--- src/rtl/sweeper_pkg.sv ---
// -----------------------------------------------------------------------------
// sweeper_pkg
// Shared definitions for the truth-table sweeper: FSM state encoding and the
// default function-unit width with its derived vector count.
// -----------------------------------------------------------------------------
package sweeper_pkg;

   typedef enum logic [1:0] {
      S_IDLE,
      S_SETTLE,
      S_CAPTURE
   } state_e;

   localparam int N_IN_DEF  = 4;
   localparam int N_VEC_DEF = 1 << N_IN_DEF;

endpackage : sweeper_pkg

--- src/rtl/truth_table_sweeper_if.sv ---
// -----------------------------------------------------------------------------
// truth_table_sweeper_if
// Bundles the host control/result signals and the function-unit stimulus pair.
//   master : host side plus function unit (drives start, abort, exp_tt, dut_f)
//   slave  : the sweeper (drives dut_in, busy, done and the published results)
// -----------------------------------------------------------------------------
interface truth_table_sweeper_if
   import sweeper_pkg::*;
#(
   parameter int N_IN = N_IN_DEF
);
   localparam int N_VEC = 1 << N_IN;

   logic              start;
   logic              abort;
   logic [N_VEC-1:0]  exp_tt;
   logic [N_IN-1:0]   dut_in;
   logic              dut_f;
   logic              busy;
   logic              done;
   logic [N_VEC-1:0]  tt;
   logic              pass;
   logic [N_IN:0]     mismatch_cnt;
   logic              fail_valid;
   logic [N_IN-1:0]   first_fail_idx;

   modport master (
      output start, abort, exp_tt, dut_f,
      input  dut_in, busy, done, tt, pass, mismatch_cnt, fail_valid, first_fail_idx
   );

   modport slave (
      input  start, abort, exp_tt, dut_f,
      output dut_in, busy, done, tt, pass, mismatch_cnt, fail_valid, first_fail_idx
   );

endinterface : truth_table_sweeper_if

--- src/rtl/settle_timer.sv ---
// -----------------------------------------------------------------------------
// settle_timer
// Counts the dwell cycles of one vector. `load` restarts the count at zero,
// `en` advances it, and `expire` flags the last dwell cycle (count == SETTLE-1).
//   clk, rst_n : clock, asynchronous active-low reset
//   load       : restart count
//   en         : advance count
//   expire     : current cycle is the last settle cycle
// -----------------------------------------------------------------------------
module settle_timer #(
   parameter int SETTLE = 1
) (
   input  logic clk,
   input  logic rst_n,
   input  logic load,
   input  logic en,
   output logic expire
);
   // Count never needs to hold more than SETTLE-1.
   localparam int W = (SETTLE > 1) ? $clog2(SETTLE) : 1;

   logic [W-1:0] cnt_q;

   // NOTE: sequential state uses non-blocking assignments so every register
   // samples pre-edge values; blocking here would create ordering races.
   always_ff @(posedge clk or negedge rst_n) begin
      if (!rst_n)    cnt_q <= '0;
      else if (load) cnt_q <= '0;
      else if (en)   cnt_q <= cnt_q + 1'b1;
   end

   assign expire = (cnt_q == W'(SETTLE - 1));

endmodule : settle_timer

--- src/rtl/truth_table_sweeper.sv ---
// -----------------------------------------------------------------------------
// truth_table_sweeper
// Drives every input vector of an N_IN-input function unit in ascending order,
// waits SETTLE cycles per vector, captures dut_f into a truth table and scores
// it against the expected table latched at start.
//   clk, rst_n : clock, asynchronous active-low reset
//   bus        : slave side of truth_table_sweeper_if (control, stimulus, results)
// Published results change only when a sweep completes; an abort leaves them
// untouched.
// -----------------------------------------------------------------------------
module truth_table_sweeper
   import sweeper_pkg::*;
#(
   parameter int N_IN   = N_IN_DEF,
   parameter int SETTLE = 1
) (
   input  logic                  clk,
   input  logic                  rst_n,
   truth_table_sweeper_if.slave  bus
);
   localparam int               N_VEC    = 1 << N_IN;
   localparam logic [N_IN-1:0]  LAST_IDX = {N_IN{1'b1}};

   state_e state_q, state_d;

   // FSM strobes
   logic accept, capture, abort_run, timer_load, timer_en, expire, last;

   // Sweep working set
   logic [N_IN-1:0]  idx_q;
   logic [N_VEC-1:0] exp_q;
   logic [N_VEC-1:0] work_tt_q,    work_tt_d;
   logic [N_IN:0]    work_cnt_q,   work_cnt_d;
   logic [N_IN-1:0]  work_first_q, work_first_d;
   logic             work_fail_q,  work_fail_d;
   logic             miss;

   // Published outputs
   logic             busy_q, done_q, pass_q, fail_q;
   logic [N_VEC-1:0] tt_q;
   logic [N_IN:0]    cnt_q;
   logic [N_IN-1:0]  first_q;

   settle_timer #(.SETTLE(SETTLE)) u_timer (
      .clk    (clk),
      .rst_n  (rst_n),
      .load   (timer_load),
      .en     (timer_en),
      .expire (expire)
   );

   always_ff @(posedge clk or negedge rst_n) begin
      if (!rst_n) state_q <= S_IDLE;
      else        state_q <= state_d;
   end

   // NOTE: every signal driven here gets a default first so no path through
   // the case statement can leave it unassigned and infer a latch.
   always_comb begin
      state_d    = state_q;
      accept     = 1'b0;
      capture    = 1'b0;
      abort_run  = 1'b0;
      timer_load = 1'b0;
      timer_en   = 1'b0;
      case (state_q)
         S_IDLE: begin
            // abort outranks start, even when nothing is running
            if (bus.start && !bus.abort) begin
               accept     = 1'b1;
               timer_load = 1'b1;
               state_d    = S_SETTLE;
            end
         end
         S_SETTLE: begin
            if (bus.abort) begin
               abort_run = 1'b1;
               state_d   = S_IDLE;
            end else begin
               timer_en = 1'b1;
               if (expire) state_d = S_CAPTURE;
            end
         end
         S_CAPTURE: begin
            if (bus.abort) begin
               abort_run = 1'b1;
               state_d   = S_IDLE;
            end else begin
               capture = 1'b1;
               if (idx_q == LAST_IDX) begin
                  state_d = S_IDLE;
               end else begin
                  timer_load = 1'b1;
                  state_d    = S_SETTLE;
               end
            end
         end
         default: state_d = S_IDLE;
      endcase
   end

   assign last = capture && (idx_q == LAST_IDX);

   // Working set after folding in the current capture; also what gets
   // published on the last vector, so the final compare is included.
   always_comb begin
      miss               = bus.dut_f ^ exp_q[idx_q];
      work_tt_d          = work_tt_q;
      work_tt_d[idx_q]   = bus.dut_f;
      work_cnt_d         = work_cnt_q + {{N_IN{1'b0}}, miss};
      work_first_d       = (miss && !work_fail_q) ? idx_q : work_first_q;
      work_fail_d        = work_fail_q | miss;
   end

   // NOTE: the truth-table registers are reset like any other flop because
   // the published table must read as zero straight out of reset.
   always_ff @(posedge clk or negedge rst_n) begin
      if (!rst_n) begin
         idx_q        <= '0;
         exp_q        <= '0;
         work_tt_q    <= '0;
         work_cnt_q   <= '0;
         work_first_q <= '0;
         work_fail_q  <= 1'b0;
         busy_q       <= 1'b0;
         done_q       <= 1'b0;
         tt_q         <= '0;
         pass_q       <= 1'b0;
         cnt_q        <= '0;
         fail_q       <= 1'b0;
         first_q      <= '0;
      end else begin
         done_q <= 1'b0;
         if (accept) begin
            exp_q        <= bus.exp_tt;
            idx_q        <= '0;
            busy_q       <= 1'b1;
            work_tt_q    <= '0;
            work_cnt_q   <= '0;
            work_first_q <= '0;
            work_fail_q  <= 1'b0;
         end else if (abort_run) begin
            idx_q  <= '0;
            busy_q <= 1'b0;
         end else if (capture) begin
            work_tt_q    <= work_tt_d;
            work_cnt_q   <= work_cnt_d;
            work_first_q <= work_first_d;
            work_fail_q  <= work_fail_d;
            if (last) begin
               idx_q   <= '0;
               busy_q  <= 1'b0;
               done_q  <= 1'b1;
               tt_q    <= work_tt_d;
               pass_q  <= (work_cnt_d == '0);
               cnt_q   <= work_cnt_d;
               fail_q  <= work_fail_d;
               first_q <= work_first_d;
            end else begin
               idx_q <= idx_q + 1'b1;
            end
         end
      end
   end

   assign bus.dut_in         = idx_q;
   assign bus.busy           = busy_q;
   assign bus.done           = done_q;
   assign bus.tt             = tt_q;
   assign bus.pass           = pass_q;
   assign bus.mismatch_cnt   = cnt_q;
   assign bus.fail_valid     = fail_q;
   assign bus.first_fail_idx = first_q;

endmodule : truth_table_sweeper

--- src/flat_wrapper.sv ---
// flat-port wrapper written by rule: the top's interface ports become plain ports
module truth_table_sweeper_flat import sweeper_pkg::*;
#(
   parameter int N_IN   = N_IN_DEF,
   parameter int SETTLE = 1
)
  (clk, rst_n, bus_start, bus_abort, bus_exp_tt, bus_dut_f, bus_dut_in, bus_busy, bus_done, bus_tt, bus_pass, bus_mismatch_cnt, bus_fail_valid, bus_first_fail_idx);
  truth_table_sweeper_if #(.N_IN(N_IN)) bus_i ();
  input  logic clk;
  input  logic rst_n;
  input wire logic [$bits(bus_i.start)-1:0] bus_start;
  input wire logic [$bits(bus_i.abort)-1:0] bus_abort;
  input wire logic [$bits(bus_i.exp_tt)-1:0] bus_exp_tt;
  input wire logic [$bits(bus_i.dut_f)-1:0] bus_dut_f;
  output wire logic [$bits(bus_i.dut_in)-1:0] bus_dut_in;
  output wire logic [$bits(bus_i.busy)-1:0] bus_busy;
  output wire logic [$bits(bus_i.done)-1:0] bus_done;
  output wire logic [$bits(bus_i.tt)-1:0] bus_tt;
  output wire logic [$bits(bus_i.pass)-1:0] bus_pass;
  output wire logic [$bits(bus_i.mismatch_cnt)-1:0] bus_mismatch_cnt;
  output wire logic [$bits(bus_i.fail_valid)-1:0] bus_fail_valid;
  output wire logic [$bits(bus_i.first_fail_idx)-1:0] bus_first_fail_idx;
  assign bus_i.start = bus_start;
  assign bus_i.abort = bus_abort;
  assign bus_i.exp_tt = bus_exp_tt;
  assign bus_i.dut_f = bus_dut_f;
  assign bus_dut_in = bus_i.dut_in;
  assign bus_busy = bus_i.busy;
  assign bus_done = bus_i.done;
  assign bus_tt = bus_i.tt;
  assign bus_pass = bus_i.pass;
  assign bus_mismatch_cnt = bus_i.mismatch_cnt;
  assign bus_fail_valid = bus_i.fail_valid;
  assign bus_first_fail_idx = bus_i.first_fail_idx;
  truth_table_sweeper #(.N_IN(N_IN), .SETTLE(SETTLE)) u_core (.clk(clk), .rst_n(rst_n), .bus(bus_i));
endmodule
--- config.mk ---
export PLATFORM = sky130hd
export DESIGN_NAME = truth_table_sweeper_flat
export DESIGN_NICKNAME = d
export VERILOG_FILES = /design/src/rtl/sweeper_pkg.sv /design/src/rtl/truth_table_sweeper_if.sv /design/src/rtl/settle_timer.sv /design/src/rtl/truth_table_sweeper.sv /design/src/flat_wrapper.sv
export SDC_FILE = /design/constraint.sdc
export NUM_CORES = 1
export LEC_CHECK = 0
export ABC_CLOCK_PERIOD_IN_PS = 3600
export CAP_MARGIN = 20
export CORE_UTILIZATION = 50
export DETAILED_ROUTE_END_ITERATION = 10
export PLACE_DENSITY_LB_ADDON = 0.25
export SKIP_LAST_GASP = 1
export SYNTH_ARGS = -nofsm -noshare
export SYNTH_HDL_FRONTEND = slang
export SYNTH_SLANG_ARGS = --single-unit
--- constraint.sdc ---
create_clock -name clk -period 3.6 [get_ports clk]
set_clock_uncertainty 0.2 [all_clocks]
set_input_delay 0.36 -clock clk [delete_from_list [all_inputs] [get_ports clk]]
set_output_delay 0.36 -clock clk [all_outputs]
set_load 0.01 [all_outputs]
==> results.md <==
* Global-route wire length before repair at about 14 mm
* Power per unit of standard cell area at between 500 and 600 nW/um^2
* Fmax achieved at 331 MHz
* Period utilisation layout at 83.9%
* Placed cell count at between 500 and 600
* Final setup slack of the worst path at between 0.5 and 0.6 ns
* Synthesized area divided by synthesized cell count at around 9.2 um^2
* Number of global-route vias before repair at approximately 3000
* Core box area at 7410 um^2
* Number of non-filler instances in the completed layout at 571
* Outcome: finished clean
* CP Launch Type: register
* Proportion of layout cells with a drive suffix above 1 at a little under a tenth
* Clock tree root buffer cell: clkbuf_8
* CP arrival at between 3 and 4 ns
* Critical path class: register to register
* Net count after synthesis at 457
* GR met2 Demand/Resource at around 34%
* Final critical path time including I/O delays and setup at 3.02 ns
* Count of buffers added by post-CTS timing repair for setup at 0
* Class of the tightest hold or removal check: register to register
* GR Util met1 at 29.5%
* Synth Register Bits at 77
* Number of hold buffers added after cts at 1
* Number of buffers created by CTS at 9
* Final estimated routing congestion in global placement at 0.896
* Number of design rule violations left after detail routing at 0
* Number of unique standard cell types used by synthesis at 46
* WL/cell at 14.3 um
* Width of the die at about 90 um
* Detail Route Antenna Nets at 0
* Total leakage power at 0.00222 uW
* Final Max Tran Viols at 0
* Async set-reset flop share out of synthesis at 100%
* Post-layout nets at 499
* Number of gates given a new drive strength after cts at 0
* Maximum fanout encountered on the critical timing path at 15
* Worst Reg2Reg Path Length in Cells at 11
* Sinks on Clock Net at between 70 and 80
* RSZ-0062 raised after global routing: no
* Sequential-to-total area share from yosys stat at just under 50%
* Total power after layout at between 2000 and 2500 uW
* Total Routing Usage GR at 21.9%
* Via density per instance at 5.37
* Mapped Area at ~4000 um^2
* Slew @ Worst Pin at 0.981 ns
* Clock input transition at the sequential cells of the worst setup and hold paths at roughly 0.080 ns
* Slew headroom at 34.6%
* H-tree levels at 3
* Pre-antenna DRT Iters at 5
* Number of input and output port buffers inserted at 53
* Layout-stage area growth over the synthesis result at 19.8%
* Post-DP HPWL at 5.55 mm
* Max IR drop VDD at 458 uV
* Post-Route WL at around 8.1 mm
* Initial DRC count at 231
* Element type at the critical path end: register
* Number of vias in the routed layout at 3069
* GR peak layer: met2
* Total inserted antenna cells at 0
* Post-synth EDFFs at 0
* Count of endpoints failing hold in the final timing report at 0
* Residual overflow from global routing at 0
* Prevailing post-synth register cell: dfrtp_1
* GR Util met3 at 3.87%
* Starting utilization of the core area at 52.8%
* Worst EP required at between 3 and 4 ns
* Post-place instance area at 4470 um^2
* I/O pin cnt at 54
* Num rows at 31
* Largest net degree at the start of global routing at 78
* TritonCTS clock tree: built
* Die footprint at between 8000 and 9000 um^2
* Bufs on Longest Clock Path at 2
* Final standard cell area without fillers at 4680 um^2
* Antenna violations before repair at 0
* Hold Path Stages at 2
* Place WS at 0.602 ns
* Instance count of the mapped netlist at around 430
* Setup violators final at 0
* Yosys synthesis warning count at 0
* Clock latency at the later pin of the worst-skew pair at 0.35 ns
* Setup Total Neg Slack at 0 ns
* Die H at about 90 um
* Total of max-cap violations at 0
==> cell usage after synthesis (2+ instances only) <==
master    number  area share [%]
or3_1          2            0.32
xnor2_1        3            0.67
nand2b_1       2            0.32
o21ai_1       10             1.3
nor2_2         2            0.32
o21ai_0       24             3.1
nand2_1      113              11
xor2_1         4            0.90
a22oi_2        4             1.3
a211o_1        2            0.45
mux2_4         2            0.77
and3_1         2            0.32
mux2i_4        2             1.2
inv_2          2            0.19
a21oi_1       22             2.8
dfrtp_1       77              49
buf_6          2            0.58
mux2i_1       30             7.7
nand3_1       14             1.8
nor2_1        25             2.4
buf_2          3            0.38
buf_4          3            0.58
inv_1          9            0.86
buf_1          5            0.48
clkbuf_1      18             1.7
ha_1          10             3.2
o211ai_1       3            0.58
nor3_1         5            0.64
nor2b_1        3            0.48
nand4_1        7             1.1
==> registers in the layout, indices dropped and copies added (netlist names), 2 cells and up <==
name / cells
u_core.work_tt_q: 15
u_core.bus.mismatch_cnt: 5
u_core.bus.tt: 16
u_core.state_q: 2
u_core.work_cnt_q: 5
u_core.exp_q: 16
u_core.bus.first_fail_idx: 4
u_core.bus.dut_in: 4
u_core.work_first_q: 4
==> cells in the final DEF, fill, tap and decap left out, types with 10 or more instances in the layout <==
cell type and count:
clkbuf_8 11, dfrtp_1 77, nor2_1 25, o21ai_1 10
mux2i_1 30, nand2_1 113, clkdlybuf4s50_1 52, a21oi_1 22
o21ai_0 24, nand3_1 14, ha_1 10
==> power breakdown <==
part	leakage, uW	internal, uW	switching [uW]
logic	0.00108	285	387
clock network	0.000101	352	316
registers	0.00104	989	120
==> metrics by stage <==
| step | util, % | hold WS, ns |
|---|---|---|
| floorplan | - | -0.136 |
| global placement | 60.4 | 0.258 |
| detailed placement | 60.4 | 0.263 |
| CTS | 63.2 | 0.283 |
| global route | 63.2 | 0.307 |
| finish | 63.2 | 0.277 |
==> path summary, 6_finish.rpt <==
check | startpoint | endpoint | slack, ns
max | u_core.bus.dut_in[0] | u_core.bus.pass | 0.58
min reg2reg | u_core.bus.tt[2] | u_core.bus.tt[2] | 0.28
min | u_core.bus.tt[2] | u_core.bus.tt[2] | 0.28
min in group asynchronous | rst_n | u_core.bus.tt[4] | 0.50
max in group asynchronous | rst_n | u_core.bus.pass | 2.06
max reg2reg | u_core.bus.dut_in[0] | u_core.bus.pass | 0.58
==> cells by family after synthesis <==
family	Yosys count	share of synthesized area, %
adder cells (fa/ha/maj)	10	3.20
AO/OA/AOI/OAI	72	10.9
buffers and inverters	42	4.80
XOR/XNOR	7	1.57
multiplexers	36	10.2
flip-flops	77	49.3
AND/OR/NAND/NOR	182	20.0
==> layout make-up <==
type	instances	area [um^2]
clock buffers	11	151
clock inverters	4	47.5
fillers	624	2730
inverters	11	41.3
multi-input cells	307	1790
flip-flops and latches	77	1930
well taps	99	124
repair buffers	62	598
==> routing by layer <==
layer / vias to the layer above / wire length, um
met5: - / 0
met4: 0 / 228
met3: 17 / 325
met2: 81 / 3730
met1: 1464 / 3850
li1: 1507 / -
==> critical path: stages (launching register included) <==
cell     delay [ns]
dfrtp_1        0.73
mux2i_1        0.32
a22oi_2        0.10
nand3_1        0.14
o21ai_2        0.07
xnor2_1        0.23
inv_1          0.09
ha_1           0.22
ha_1           0.26
nor3_1         0.19
o21ai_0        0.10
o41ai_1        0.25
Note: power is estimated with default switching activity, not from simulation.
